<file path="src/rtl/gb_reg_bank.sv">
// Ghostbus register bank leaf: RW CSRs, RO status words, local RAM and a handshaked external window.
// Optional external-ack timeout is built when GB_REG_BANK_TIMEOUT_EN is defined.
module gb_reg_bank #(
  parameter int AW     = 12,
  parameter int DW     = 32,
  parameter int NREG   = 4,
  parameter int NSTAT  = 2,
  parameter int RAM_AW = 6,
  parameter int RAM_DW = 8,
  parameter int EXT_AW = 4,
  parameter int TO_CYC = 15
) (
  input  logic                                gb_clk,
  input  logic                                gb_rst,
  input  logic [AW-1:0]                       gb_addr,
  input  logic [DW-1:0]                       gb_dout,
  input  logic                                gb_we,
  input  logic                                gb_re,
  output logic [DW-1:0]                       gb_din,
  output logic                                gb_rvalid,
  output logic                                gb_busy,
  output logic [NREG*DW-1:0]                  csr_q,
  output logic [NREG-1:0]                     csr_wstb,
  input  logic [((NSTAT > 0) ? NSTAT : 1)*DW-1:0] stat_in,
  output logic                                ext_req,
  output logic                                ext_we,
  output logic [EXT_AW-1:0]                   ext_addr,
  output logic [DW-1:0]                       ext_wdata,
  input  logic [DW-1:0]                       ext_rdata,
  input  logic                                ext_ack
);

  typedef enum logic [1:0] {S_IDLE, S_EXT, S_RESP} state_t;

  state_t              r_state, w_state_nxt;
  logic [DW-1:0]       r_csr [NREG];
  logic [NREG-1:0]     r_wstb;
  logic [15:0]         r_wcnt;
  logic [RAM_DW-1:0]   r_ram [2**RAM_AW];
  logic [DW-1:0]       r_din;
  logic                r_rvalid;
  logic [EXT_AW-1:0]   r_ext_addr;
  logic [DW-1:0]       r_ext_wdata;
  logic                r_ext_we;
  logic [DW-1:0]       r_ext_rd;

  logic [8:0]          w_a9;
  logic [1:0]          w_page;
  logic [6:0]          w_off;
  logic                w_acc_we, w_acc_re;
  logic                w_is_ram, w_is_ext;
  logic [DW-1:0]       w_rdata;
  logic                w_err;
  logic                w_to_fire;
  logic                w_unused;

  assign w_a9     = gb_addr[8:0];
  assign w_page   = w_a9[8:7];
  assign w_off    = w_a9[6:0];
  assign w_acc_we = gb_we & ~gb_busy;
  assign w_acc_re = gb_re & ~gb_we & ~gb_busy;
  assign w_is_ram = (w_page == 2'b10) && ((w_off >> RAM_AW) == 7'd0);
  assign w_is_ext = (w_page == 2'b11) && ((w_off >> EXT_AW) == 7'd0);

  // Read data mux; unmapped addresses fall through to zero
  always_comb begin
    w_rdata = '0;
    for (int i = 0; i < NREG; i++)
      if (w_a9 == 9'(i)) w_rdata = r_csr[i];
    for (int i = 0; i < NSTAT; i++)
      if (w_a9 == 9'(128 + i)) w_rdata = stat_in[i*DW +: DW];
    if (w_a9 == 9'h0FE) w_rdata[0] = w_err;
    if (w_a9 == 9'h0FF) w_rdata[15:0] = r_wcnt;
    if (w_is_ram) w_rdata[RAM_DW-1:0] = r_ram[w_a9[RAM_AW-1:0]];
  end

  always_ff @(posedge gb_clk) begin
    if (w_acc_we && w_is_ram) r_ram[w_a9[RAM_AW-1:0]] <= gb_dout[RAM_DW-1:0];
  end

  // CSR file, write strobes and write counter
  always_ff @(posedge gb_clk or posedge gb_rst) begin
    if (gb_rst) begin
      for (int i = 0; i < NREG; i++) r_csr[i] <= '0;
      r_wstb <= '0;
      r_wcnt <= '0;
    end else begin
      r_wstb <= '0;
      if (w_acc_we) r_wcnt <= r_wcnt + 16'd1;
      for (int i = 0; i < NREG; i++) begin
        if (w_acc_we && (w_a9 == 9'(i))) begin
          r_csr[i]  <= gb_dout;
          r_wstb[i] <= 1'b1;
        end
      end
    end
  end

`ifdef GB_REG_BANK_TIMEOUT_EN
  logic [15:0] r_to_cnt;
  logic        r_err;

  assign w_to_fire = (r_state == S_EXT) && !ext_ack && (r_to_cnt == 16'(TO_CYC - 1));
  assign w_err     = r_err;
  assign w_unused  = ^gb_addr[AW-1:9];

  // Timeout set takes priority over a host clear in the same cycle
  always_ff @(posedge gb_clk or posedge gb_rst) begin
    if (gb_rst) begin
      r_to_cnt <= '0;
      r_err    <= 1'b0;
    end else begin
      r_to_cnt <= (r_state == S_EXT) ? r_to_cnt + 16'd1 : 16'd0;
      if (w_to_fire) r_err <= 1'b1;
      else if (w_acc_we && (w_a9 == 9'h0FE) && gb_dout[0]) r_err <= 1'b0;
    end
  end
`else
  logic [15:0] w_unused_to;

  assign w_to_fire   = 1'b0;
  assign w_err       = 1'b0;
  assign w_unused_to = 16'(TO_CYC);
  assign w_unused    = ^{gb_addr[AW-1:9], w_unused_to};
`endif

  always_comb begin
    w_state_nxt = r_state;
    case (r_state)
      S_IDLE: if ((w_acc_we || w_acc_re) && w_is_ext) w_state_nxt = S_EXT;
      S_EXT: begin
        if (ext_ack)        w_state_nxt = S_RESP;
        else if (w_to_fire) w_state_nxt = S_IDLE;
      end
      S_RESP:  w_state_nxt = S_IDLE;
      default: w_state_nxt = S_IDLE;
    endcase
  end

  // Access sequencing: local reads answer next cycle, window accesses go through EXT/RESP
  always_ff @(posedge gb_clk or posedge gb_rst) begin
    if (gb_rst) begin
      r_state     <= S_IDLE;
      r_din       <= '0;
      r_rvalid    <= 1'b0;
      r_ext_addr  <= '0;
      r_ext_wdata <= '0;
      r_ext_we    <= 1'b0;
      r_ext_rd    <= '0;
    end else begin
      r_state  <= w_state_nxt;
      r_rvalid <= 1'b0;
      case (r_state)
        S_IDLE: begin
          if (w_acc_re && !w_is_ext) begin
            r_din    <= w_rdata;
            r_rvalid <= 1'b1;
          end
          if ((w_acc_we || w_acc_re) && w_is_ext) begin
            r_ext_addr  <= w_a9[EXT_AW-1:0];
            r_ext_wdata <= gb_dout;
            r_ext_we    <= w_acc_we;
          end
        end
        S_EXT: begin
          if (ext_ack) begin
            if (!r_ext_we) r_ext_rd <= ext_rdata;
          end else if (w_to_fire && !r_ext_we) begin
            r_din    <= DW'(32'hDEADDEAD);
            r_rvalid <= 1'b1;
          end
        end
        S_RESP: begin
          if (!r_ext_we) begin
            r_din    <= r_ext_rd;
            r_rvalid <= 1'b1;
          end
        end
        default: ;
      endcase
    end
  end

  always_comb begin
    for (int i = 0; i < NREG; i++) csr_q[i*DW +: DW] = r_csr[i];
  end

  assign csr_wstb  = r_wstb;
  assign gb_din    = r_din;
  assign gb_rvalid = r_rvalid;
  assign gb_busy   = (r_state != S_IDLE);
  assign ext_req   = (r_state == S_EXT);
  assign ext_we    = r_ext_we && (r_state == S_EXT);
  assign ext_addr  = r_ext_addr;
  assign ext_wdata = r_ext_wdata;

endmodule

</file>
<file path="config.mk">
export PLATFORM = sky130hd
export DESIGN_NAME = gb_reg_bank
export DESIGN_NICKNAME = d
export VERILOG_FILES = /design/src/rtl/gb_reg_bank.sv
export SDC_FILE = /design/constraint.sdc
export NUM_CORES = 1
export LEC_CHECK = 0
export CORE_MARGIN = 4
export CORE_UTILIZATION = 50
export CTS_BUF_LIST = sky130_fd_sc_hd__clkbuf_2 sky130_fd_sc_hd__clkbuf_4 sky130_fd_sc_hd__clkbuf_8
export CTS_CLUSTER_DIAMETER = 40
export CTS_CLUSTER_SIZE = 30
export DETAILED_ROUTE_END_ITERATION = 8
export HOLD_SLACK_MARGIN = 0.08
export PLACE_DENSITY = 0.72
export SLEW_MARGIN = 20
export SYNTH_ARGS = -nofsm -noshare
export SYNTH_HDL_FRONTEND = slang
export SYNTH_SLANG_ARGS = --single-unit
export TNS_END_PERCENT = 50
</file>
<file path="constraint.sdc">
create_clock -name gb_clk -period 18.9 [get_ports gb_clk]
set_input_delay 3.78 -clock gb_clk [delete_from_list [all_inputs] [get_ports gb_clk]]
set_output_delay 3.78 -clock gb_clk [all_outputs]
set_load 0.01 [all_outputs]
</file>
==> metrics.cfg <==
[global_route]
grt_antenna_before_repair=3
grt_overflow_total=0
grt_pass1_wl_mm=145.6
grt_pass1_vias=21020
track_usage_pct=29.34
grt_max_degree=119

[synthesis]
synth_edf_count=512
synth_fp_nets=2258
synth-seq-cells=764
yosysTopAreaCellShare_pct=49.02
yosys_warnings=0
ys.flop_type=edfxtp_1
yosysSeqAreaShare_pct=69.12
syn-cell-area_mm2=0.03137
async_flop_share_pct=32.98
avgSynthCellArea_um2=14.85
yosys.area.top_type=edfxtp_1
synthDistinctLibCells=63
synth_area_leaders=edfxtp_1 49%, dfrtp_1 20%, mux2_2 7.4%, mux4_2 3.5%, nand2_1 2.3%
synth_cells=2112

[clocking]
clkTransAtPathRegs_ns=0.07
hold_buffers=0
cts_setup_buffers=0
clock_path_buffers=3
tritoncts=done
cts_root_buffer=clkbuf_8
clock_latency_ns=0.73
ctsResizeCount=0
htreeDepth=3
cts_sinks=764
numCtsBuffers=103

[timing]
slew_headroom_pct=20.87
maxSlewViolCount=0
tightest_slew_ns=1.187
rsz0062_at_grt=false
setup_viol=0
setup_tns_ns=0
hold_violations=0
timing.fmax_mhz=126.9
fin_crit_sh_pct=41.69
worst_clock_skew_ns=0.03484
period_minus_slack_ns=7.878

[detailed_routing]
wire_per_inst_um=29.37
postRouteWirelength_mm=100.1
dr.first_iter.drc_count=2805
vias=21360
routed_via_density=6.270
ant_nets=0
dr.pass1.iters=6
route.detailed.drc=0

[floorplanning]
rows=91
dieArea_mm2=0.06680
fp.coreArea_mm2=0.06194
die_y_um=258.5
ios=349
start_util_pct=50.64
die_x_um=258.5

[power_and_ir_drop]
peakVddDrop_v=0.00005984
powerDensity_mw_per_mm2=97.81
power.leakage_nw=14.20
p_total_w=0.003733

[critical_path]
worstPathCellList=buf_6 -> buf_4 -> buf_4 -> inv_2 -> a221oi_1 -> nor2_1 -> o21ai_0 -> nand2_1 -> nor4_1 -> o21ai_0
start_kind=input port
r2r_start=r_state[1]
crit_start=gb_addr[2]
end_kind=flop
crit_fanout=64
arrival_ns=8.42
slowest_stage=nor4_1
path_buf_inv=4
slowest_delay_ns=0.97
cp_data_required_time_ns=19.44
worstSetupPathType=in2reg
crit_family=buffers and inverters

[final_layout]
layout-drive-gt1-share_pct=21.56
stdcell_area_mm2=0.03816
areaGrowthSynthToFinish_pct=21.67
finalNetCount=2626
fillers=4643

[hold_path]
worstHoldStart=r_wcnt[15]
hp-class=reg2reg

[place]
io_buffers=345
dp_hpwl_mm=64.78
place_congestion=0.9146
placed_cell_area_mm2=0.03567

[outcome]
outcome=finished clean

[flow_run]
maxCapViolCount=0

==> power by group <==
group | internal (W) | switching, W
sequential | 0.00185 | 0.0000435
combinational | 0.000167 | 0.000195
clock | 0.000805 | 0.000676
==> logic make-up after synthesis <==
| logic type | count (synthesis) | share of synthesized area [%] |
|---|---|---|
| compound gates | 424 | 9.235 |
| simple gates | 438 | 6.044 |
| fa+ha+maj | 1 | 0.03989 |
| mux | 321 | 13.02 |
| xor+xnor | 15 | 0.4189 |
| flops | 764 | 69.12 |
| buf+inv | 149 | 2.114 |
==> layout by cell type (no fill, tap or decap), types with 9 or more instances in the layout <==
cell             instances
mux2_2                 207
o21ai_0                 69
o211ai_1                15
clkbuf_8               112
buf_4                   51
or2_2                   22
xnor2_1                 13
inv_6                   12
clkinv_2                15
clkdlybuf4s50_1        334
nand3_1                 17
clkbuf_4                13
and3_1                   9
mux2i_1                 65
inv_1                   12
clkinvlp_4              12
o221ai_1                13
nor2_1                 139
nor3_1                  11
mux4_2                  49
nand2_1                190
dfrtp_1                252
o22ai_1                 51
a22o_1                  16
a21oi_1                 88
a22oi_1                 62
edfxtp_1               512
bufinv_16               15
a221oi_1                63
==> routing by layer <==
layer  track usage, %  up-vias  share of wire, %
met5                0        -             0.029
met4            10.01        4               3.8
met3            7.818      239                11
met2            48.04     1443                48
met1            38.45    10800                37
li1                 -     8879                 -
==> final cells by class <==
class	instances	area [um^2]	area share, %
timing repair buffer	396	3800	9.957
clock inverter	69	849.6	2.226
sequential	764	21680	56.81
multi-input combinational	1199	9076	23.78
clock buffer	125	1639	4.295
antenna	1	2.502	0.006557
inverter	16	67.56	0.1770
tap	837	1047	2.744
==> registers in the layout, indices dropped and copies added (netlist names) <==
register	count
r_ram	512
csr_q	128
ext_wdata	32
gb_din	32
r_ext_rd	32
r_wcnt	16
csr_wstb	4
ext_addr	4
r_state	2
gb_rvalid	1
r_ext_we	1
==> cells in the mapped netlist (49+ instances only) <==
master and number:
mux4_2 49, nand2_1 193, buf_2 65, a21oi_1 88, o21ai_0 69, edfxtp_1 512, a22oi_1 62, a221oi_1 63
clkbuf_1 54, o22ai_1 51, mux2_2 207, mux2i_1 65, nor2_1 143, dfrtp_1 252
==> final timing paths <==
kind                                end  slack (ns)  depth (start not counted)
max                           gb_din[3]       11.02                         10
min                          r_wcnt[15]        0.48                          1
max reg2reg                 r_ram[6][3]       15.09                          5
min reg2reg                  r_wcnt[15]        0.48                          1
max in group asynchronous  r_ext_rd[21]       12.92                          4
min in group asynchronous     csr_q[47]        3.64                          2
==> worst reg2reg max path: stages (launching register included) <==
cell and delay (ns):
dfrtp_1 0.42, nor2_1 0.25, nand2_1 0.26, nor2_1 0.75, nand3_1 0.73, nor2_1 1.04
==> per-stage QoR <==
step / worst slack, ns / utilization [%] / hold slack, ns / instances
after floorplan: 8.192 / - / 0.4403 / 2112
after global placement: 10.61 / 57.58 / 0.4618 / 3212
after detailed placement: 10.61 / 57.59 / 0.4655 / 3212
after CTS: 11.37 / 61.61 / 0.4742 / 3406
after global routing: 11.11 / 61.61 / 0.4774 / 3406
final: 11.02 / 61.61 / 0.4792 / 3407
Note: power is estimated with default switching activity, not from simulation.
